**config.mk**
```make
export PLATFORM = sky130hd
export DESIGN_NAME = hawkes_thinning_stage
export DESIGN_NICKNAME = d
export VERILOG_FILES = /design/src/rtl/hawkes_thinning_stage.sv
export SDC_FILE = /design/constraint.sdc
export NUM_CORES = 1
export LEC_CHECK = 0
export BUFFER_PORTS_ARGS = -buffer_cell sky130_fd_sc_hd__buf_4
export CAP_MARGIN = 5
export CORE_AREA = 2 2 112 114
export DETAILED_ROUTE_END_ITERATION = 7
export DIE_AREA = 0 0 114 116
export MAX_ROUTING_LAYER = met4
export PLACE_DENSITY = 0.75
export SLEW_MARGIN = 20
export SYNTH_ARGS = -nofsm -noshare
export SYNTH_HDL_FRONTEND = slang
export SYNTH_SLANG_ARGS = --single-unit
```
**constraint.sdc**
```tcl
create_clock -name clk -period 10.3 [get_ports clk]
set_input_delay 1.03 -clock clk [delete_from_list [all_inputs] [get_ports clk]]
set_output_delay 1.03 -clock clk [all_outputs]
set_load 0.02 [all_outputs]
```
**src/rtl/hawkes_thinning_stage.sv**
```systemverilog
`default_nettype none
// ============================================================================
// Module   : hawkes_thinning_stage
// Purpose  : Discrete-time Ogata thinning of one Hawkes path. Each accepted
//            uniform sample u is compared against the top DATA_W bits of the
//            current intensity lam = sat(mu + exc). A hit emits an event,
//            bumps the event count and adds alpha to the decaying excitation.
//            One path of n_steps accepted samples is run per start pulse.
// Ports    : clk, rst_n (sync, active-low)
//            start, mu, alpha, n_steps  - path launch and its parameters
//            rnd_in, rnd_valid, rnd_ready - uniform sample handshake
//            evt, evt_count, busy, done - path status and result
//            last_evt_step, lam_out     - trace outputs (HAWKES_TRACE_EN only)
// Config   : define HAWKES_TRACE_EN to add the trace outputs.
// Revision : 1.0 - initial release
// ============================================================================
module hawkes_thinning_stage #(
    parameter int DATA_W      = 8,
    parameter int INT_W       = 16,
    parameter int CNT_W       = 16,
    parameter int STEP_W      = 16,
    parameter int DECAY_SHIFT = 4
) (
    input  logic              clk,
    input  logic              rst_n,
    input  logic              start,
    input  logic [INT_W-1:0]  mu,
    input  logic [INT_W-1:0]  alpha,
    input  logic [STEP_W-1:0] n_steps,
    input  logic [DATA_W-1:0] rnd_in,
    input  logic              rnd_valid,
    output logic              rnd_ready,
    output logic              evt,
    output logic [CNT_W-1:0]  evt_count,
    output logic              busy,
    output logic              done
`ifdef HAWKES_TRACE_EN
    ,
    output logic [STEP_W-1:0] last_evt_step,
    output logic [INT_W-1:0]  lam_out
`endif
);

    typedef enum logic [1:0] {
        S_IDLE = 2'd0,
        S_RUN  = 2'd1,
        S_DONE = 2'd2
    } state_t;

    state_t              state_q;
    logic [INT_W-1:0]    mu_q;
    logic [INT_W-1:0]    alpha_q;
    logic [STEP_W-1:0]   n_steps_q;
    logic [INT_W-1:0]    exc_q;
    logic [INT_W-1:0]    exc_d;
    logic [STEP_W-1:0]   step_cnt_q;
    logic [CNT_W-1:0]    evt_count_q;
    logic [CNT_W-1:0]    evt_count_d;
    logic                evt_q;
    logic                done_q;
    logic                busy_q;
    logic                rnd_ready_q;
`ifdef HAWKES_TRACE_EN
    logic [STEP_W-1:0]   last_evt_step_q;
    logic [INT_W-1:0]    lam_out_q;
`endif

    // Datapath for the current step
    logic [INT_W:0]      w_lam_sum;
    logic [INT_W-1:0]    w_lam;
    logic [DATA_W-1:0]   w_thr;
    logic                w_hit;
    logic [INT_W-1:0]    w_exc_decay;
    logic [INT_W-1:0]    w_alpha_add;
    logic [INT_W:0]      w_exc_sum;
    logic                w_accept;
    logic                w_last_step;

    always_comb begin
        // Intensity saturates rather than wrapping so a huge excitation
        // still reads as "certain event" instead of a small threshold.
        w_lam_sum   = {1'b0, mu_q} + {1'b0, exc_q};
        w_lam       = w_lam_sum[INT_W] ? {INT_W{1'b1}} : w_lam_sum[INT_W-1:0];
        w_thr       = w_lam[INT_W-1 -: DATA_W];
        // Strict compare: u = max never hits, thr = 0 never hits.
        w_hit       = (rnd_in < w_thr);

        // Decay can never underflow since exc >> k <= exc.
        w_exc_decay = exc_q - (exc_q >> DECAY_SHIFT);
        w_alpha_add = w_hit ? alpha_q : {INT_W{1'b0}};
        w_exc_sum   = {1'b0, w_exc_decay} + {1'b0, w_alpha_add};
        exc_d       = w_exc_sum[INT_W] ? {INT_W{1'b1}} : w_exc_sum[INT_W-1:0];

        evt_count_d = evt_count_q;
        if (w_hit && (evt_count_q != {CNT_W{1'b1}})) begin
            evt_count_d = evt_count_q + CNT_W'(1);
        end

        w_accept    = rnd_valid & rnd_ready_q;
        // n_steps_q is non-zero whenever RUN is active, so no underflow here.
        w_last_step = (step_cnt_q == (n_steps_q - STEP_W'(1)));
    end

    always_ff @(posedge clk) begin
        if (!rst_n) begin
            state_q         <= S_IDLE;
            mu_q            <= '0;
            alpha_q         <= '0;
            n_steps_q       <= '0;
            exc_q           <= '0;
            step_cnt_q      <= '0;
            evt_count_q     <= '0;
            evt_q           <= 1'b0;
            done_q          <= 1'b0;
            busy_q          <= 1'b0;
            rnd_ready_q     <= 1'b0;
`ifdef HAWKES_TRACE_EN
            last_evt_step_q <= '0;
            lam_out_q       <= '0;
`endif
        end else begin
            evt_q  <= 1'b0;
            done_q <= 1'b0;
`ifdef HAWKES_TRACE_EN
            lam_out_q <= w_lam;
`endif
            case (state_q)
                S_IDLE: begin
                    if (start) begin
                        mu_q        <= mu;
                        alpha_q     <= alpha;
                        n_steps_q   <= n_steps;
                        exc_q       <= '0;
                        step_cnt_q  <= '0;
                        evt_count_q <= '0;
`ifdef HAWKES_TRACE_EN
                        last_evt_step_q <= '0;
`endif
                        if (n_steps != '0) begin
                            state_q     <= S_RUN;
                            busy_q      <= 1'b1;
                            rnd_ready_q <= 1'b1;
                        end else begin
                            // Empty path: report completion straight away.
                            state_q <= S_DONE;
                            done_q  <= 1'b1;
                        end
                    end
                end
                S_RUN: begin
                    // Without an accept everything is frozen, including decay.
                    if (w_accept) begin
                        exc_q       <= exc_d;
                        evt_count_q <= evt_count_d;
                        step_cnt_q  <= step_cnt_q + STEP_W'(1);
                        evt_q       <= w_hit;
`ifdef HAWKES_TRACE_EN
                        if (w_hit) begin
                            last_evt_step_q <= step_cnt_q;
                        end
`endif
                        if (w_last_step) begin
                            // Drop ready on the same edge so no extra sample
                            // is consumed beyond n_steps.
                            state_q     <= S_DONE;
                            busy_q      <= 1'b0;
                            rnd_ready_q <= 1'b0;
                            done_q      <= 1'b1;
                        end
                    end
                end
                S_DONE: begin
                    state_q <= S_IDLE;
                end
                default: begin
                    state_q     <= S_IDLE;
                    busy_q      <= 1'b0;
                    rnd_ready_q <= 1'b0;
                end
            endcase
        end
    end

    assign rnd_ready = rnd_ready_q;
    assign evt       = evt_q;
    assign evt_count = evt_count_q;
    assign busy      = busy_q;
    assign done      = done_q;
`ifdef HAWKES_TRACE_EN
    assign last_evt_step = last_evt_step_q;
    assign lam_out       = lam_out_q;
`endif

endmodule
`default_nettype wire

```
# Word-level counts from Yosys, hierarchy flattened
# Cells that the tools add are included.
# totals
register_bits	101
inputBits	60
output_inout_bits	20
elab_cells	64
# classes
add_sub_neg	6
n_lt_le_gt_ge	1
eq_ne	9
n_mux	26
n_bitwise	2
reduce_logical	10
# ops
operator	count
2-to-1 mux 16 bit	8
one-hot mux 16 bit (2 select lines)	3
adder 16 x 16 -> 17 bit	2
adder 16 x 1 -> 16 bit (second input constant)	2
equality test 16 bit	1
!= test 16 bit (second input constant)	1
nonzero test 16 bit	1
subtractor 16 x 1 -> 16 bit (second input constant)	1
subtractor 16 x 12 -> 16 bit	1
!= test 2 bit (second input constant)	5
AND reduction 3 bit	3
less-than comparator 8 bit	1
2-to-1 mux 1 bit	8
2-to-1 mux 2 bit	4
AND reduction 5 bit	1
one-hot mux 2 bit (2 select lines)	1
AND reduction 4 bit	1
one-hot mux 1 bit (3 select lines)	1
equality test 2 x 1 -> 1 bit (second input constant)	1
equality test 2 bit (second input constant)	1
logical NOT 2 bit	1
one-hot mux 1 bit (2 select lines)	1
AND reduction 2 bit	1
nonzero test 2 bit	1
3 further kinds	3

# Depth between registers and ports, before layout
# logic_depth
word_depth	8
ltp_mapped	30
mapped_depth_nobuf	28

# Worst setup path before layout
# No wires, ideal clock.
# synth_timing
path_kind	reg-to-reg
startpoint	register exc_q[1]
endpoint	register exc_q[10]
arrival_time_ns	5.229
path_slack_ns	5.012
stages_incl_launch_ff	31
path_buffers	2
period_less_slack_ns	5.288
cell_sequence	dfxtp_1 > ha_1 > a31o_2 > a21oi_1 > o21ai_0 > and2_1 > o21ai_0 > nand2b_1 > xor2_1 > nor2_1 > ha_1 > o21ai_0 > a21oi_1 > and2_1 > o2111ai_2 > nand2_1 > nor3_2 > clkbuf_1 > and2_1 > ha_1 > inv_1 > fa_1 > nor2b_1 > o31a_1 > nor4_1 > o21ai_0 > a21o_1 > a221o_1 > clkbuf_1 > o21ai_0 > nand2_1
# synth_between
elab_chain_cells	8
word_cells_on_any_way	9
# synth_lines
item	line_no	text
start, declared	54	logic [INT_W-1:0] exc_q;
start signal, assigned	110	exc_q <= '0;
start signal, assigned	133	exc_q <= '0;
start signal, assigned	153	exc_q <= exc_d;
adder 16 x 16 -> 17 bit	82	w_lam_sum = {1'b0, mu_q} + {1'b0, exc_q};
2-to-1 mux 16 bit	83	w_lam = w_lam_sum[INT_W] ? {INT_W{1'b1}} : w_lam_sum[INT_W-1:0];
less-than comparator 8 bit	86	w_hit = (rnd_in < w_thr);
2-to-1 mux 16 bit	90	w_alpha_add = w_hit ? alpha_q : {INT_W{1'b0}};
adder 16 x 16 -> 17 bit (*)	91	w_exc_sum = {1'b0, w_exc_decay} + {1'b0, w_alpha_add};
2-to-1 mux 16 bit (*)	92	exc_d = w_exc_sum[INT_W] ? {INT_W{1'b1}} : w_exc_sum[INT_W-1:0];
2-to-1 mux 16 bit (*)	152	if (w_accept) begin
one-hot mux 16 bit (2 select lines) (*)	127	case (state_q)
# Mark *: on every way between the ends. The rest lies on a longest branch, timed or not. The select of a mux whose other input is x is not followed.
# A chain may end at the register's enable or synchronous reset.

# Final worst setup path
# layout_timing
startpoint	register exc_q[1]
endpoint	register exc_q[4]
# Same word-level chain as after synthesis.

==> summary.md <==
| Metric | Value |
|---|---|
| Worst EP required | 10.59 ns |
| Setup_tns | 0 ns |
| Io pins | 80 |
| Startpoint type of the worst setup path | flop |
| Unrepaired setup endpoints after global routing | no |
| Antenna Cells | 0 |
| CP Max Fanout | 17 |
| Drt total wl | 14820 um |
| Placed standard-cell area | 7101 um^2 |
| Post-synth EDFFs | 0 |
| Gate power share | 18.5% |
| Psw | 256.5 uW |
| Area Overhead vs Synth | 14.76% |
| WHS | 0.4485 ns |
| Met1 Track Usage GR | 33.86% |
| Cell count after placement | 1030 |
| DRC viols | 0 |
| Design Area, Final | 7393 um^2 |
| Vias after detailed routing | 5875 |
| Crit Path Category | flop to flop |
| Distinct cells, synth | 67 |
| Leakage dissipation | 3.118 nW |
| Fmax | 160.6 MHz |
| Vias per std cell | 5.617 |
| Post-synthesis sequential area ratio | 31.38% |
| Tmin final | 6.228 ns |
| PostCTS Resize Cnt | 0 |
| Synth Instances | 834 |
| WL/cell | 14.17 um |
| Fin crit share | 60.47% |
| Die ar. | 13220 um^2 |
| Outcome | complete, no violations |
| Worst-path clk slew | 0.07 ns |
| Die H | 116 um |
| Initial antenna violation count | 0 |
| Hold_buf cts | 0 |
| Layout cell share with drive strength beyond 1 | 12.35% |
| Power share of the clock group | 36.3% |
| Post-synthesis sequential element count | 101 |
| CP peak stage delay | 0.63 ns |
| Die X | 114 um |
| Row cnt | 40 |
| GRT Util Overall | 23.86% |
| Worst skew pair latency | 0.35 ns |
| Core Area | 11910 um^2 |
| Post-synth ARST share | 0% |
| First-pass GRT wire length | 24960 um |
| Setup ws final | 4.072 ns |
| Top post-synthesis cells by area | dfxtp_1 31%, ha_1 10%, nand2_1 9.6% |
| GR Util met2 | 35.32% |
| Pins Over Slew Limit | 0 |
| Clock buffer depth | 2 |
| Mapped Nets | 949 |
| Place WS | 4.119 ns |
| Largest net degree at the start of global routing | 53 |
| Initial drt markers | 477 |
| Worst setup EP type | flop |
| GRT busiest layer | met2 |
| Initial Utilization | 54.09% |
| Non-filler instance count after layout | 1046 |
| CTS buffer count | 9 |
| CTS Sinks | 101 |
| Worst Tran Pin Value | 1.045 ns |
| Worst VDD drop | 92.75 uV |
| 1st-pass router iterations | 5 |
| Synth Warn # | 0 |
| Final hold viol count | 0 |
| Syn avg cell area | 7.725 um^2 |
| Final setup fails | 0 |
| Antenna Violating Nets Remaining | 0 |
| Reg power frac | 45.2% |
| Htree depth | 3 |
| Post-CTS Setup Bufs | 0 |
| Post-layout net count | 1009 |
| Mapped Area | 6442 um^2 |
| CTS tree | yes |
| Critical Path AT | 6.52 ns |
| Total congestion overflow | 0 |
| CP max stage cell | nor3_2 |
| Internal | 668.6 uW |
| Cell taking the most area after synthesis | dfxtp_1 |
| Hold WC Path Type | flop to flop |
| Post-synth top area share | 31.38% |
| Clock Skew | 0.008493 ns |
| PwrDens | 125.1 nW/um^2 |
| R2r setup slk | 4.07 ns |
| Most used cell, CP | o21ai_0 |
| Detail Placement HPWL | 11100 um |
| Number of max-cap violations | 0 |
| Grt met3 use | 4.132% |
| Main synth FF type | dfxtp_1 |
| Vias in the first global route | 5311 |
| CTS root buffer | clkbuf_16 |
| # port buffers | 79 |
| Slew margin rel. | 30.04% |
| Net Sw Frac | 27.73% |
| RePlAce Congestion | 0.8781 |
## final timing paths
kind                                 start    endpoint  depth (start not counted)
worst min-delay path            alpha_q[8]  alpha_q[8]                          2
worst max-delay path              exc_q[1]    exc_q[4]                         28
worst min register to register  alpha_q[8]  alpha_q[8]                          2
worst max register to register    exc_q[1]    exc_q[4]                         28
## cell usage after synthesis (all sizes together) (16+ instances only)
library cell and instances:
nand2 164, dfxtp 101, a21oi 80, nor2 56, o21ai 56, ha 53, xnor2 35, inv 30
clkbuf 26, xor2 22, and2 21, nand3 18, nor3 16
## worst max-delay path: cells and delay by family (launching register included)
family,cells,cell delay (ns)
AO/OA/AOI/OAI,12,2.52
AND/OR/NAND/NOR,10,1.90
adder cells (fa/ha/maj),4,1.12
flip-flops,1,0.41
XOR/XNOR,1,0.14
buffers and inverters,1,0.07
## registers in the layout, indices dropped and copies added (netlist names)
signal      count
alpha_q        16
mu_q           16
evt             1
exc_q          16
rnd_ready       1
evt_count      16
state_q         2
n_steps_q      16
step_cnt_q     16
done            1
## cell usage in the layout, fill, tap and decap left out, drive strengths merged, types with 4 or more instances in the layout
master,count
ha,53
o41ai,6
nand2b,4
a31oi,12
o21a,8
nand4,8
inv,31
clkbuf,11
and3,9
or4,4
o21ai,56
buf,81
and2,21
nor4,14
nand3,18
mux2i,5
nor2,56
nor3,16
nor2b,10
a211oi,7
or3,6
a21oi,80
dfxtp,101
a21o,8
nand2,164
xor2,22
o31ai,9
xnor2,35
## stage by stage
| step | util (%) | total power, mW |
|---|---|---|
| final | 62.07 | 0.9251 |
| after global routing | 62.07 | 0.9689 |
| after CTS | 62.05 | 0.9310 |
| after detailed placement | 59.61 | 0.5958 |
| after global placement | 59.61 | 0.5930 |
| after floorplan | - | 0.5472 |
## power by group through the flow
stage,Sequential [mW],Combinational (mW),Clock (mW)
after global placement,0.426,0.167,0
after floorplan,0.422,0.125,0
final,0.418,0.171,0.336
after CTS,0.418,0.171,0.343
after detailed placement,0.426,0.169,0
after global routing,0.420,0.193,0.356
## cells by family (layout without fill, tap and decap cells)
logic type      count (synthesis)  in the layout  share of synthesized area, %
compound gates                210            210                         19.95
xor+xnor                       57             57                         7.749
fa+ha+maj                      55             55                         10.91
buf+inv                        62            127                         3.903
flops                         101            101                         31.38
mux                             7              7                         1.126
simple gates                  342            342                         24.98
## per-layer routing
layer  routed length (um)  vias to the layer above
li1                     -                     3060
met4                  167                        0
met3                  730                       16
met2                 6228                      149
met1                 7693                     2650
met5                    0                        -
## final cells by class
cell class / count / area, um^2
clock buffers: 11 / 232.7
clock inverters: 5 / 57.56
fillers: 1109 / 4518
inverters: 30 / 112.6
multi-input cells: 671 / 4177
flip-flops and latches: 101 / 2022
well taps: 147 / 183.9
repair buffers: 81 / 608.1
No activity file was read; power rests on OpenSTA's default activity.
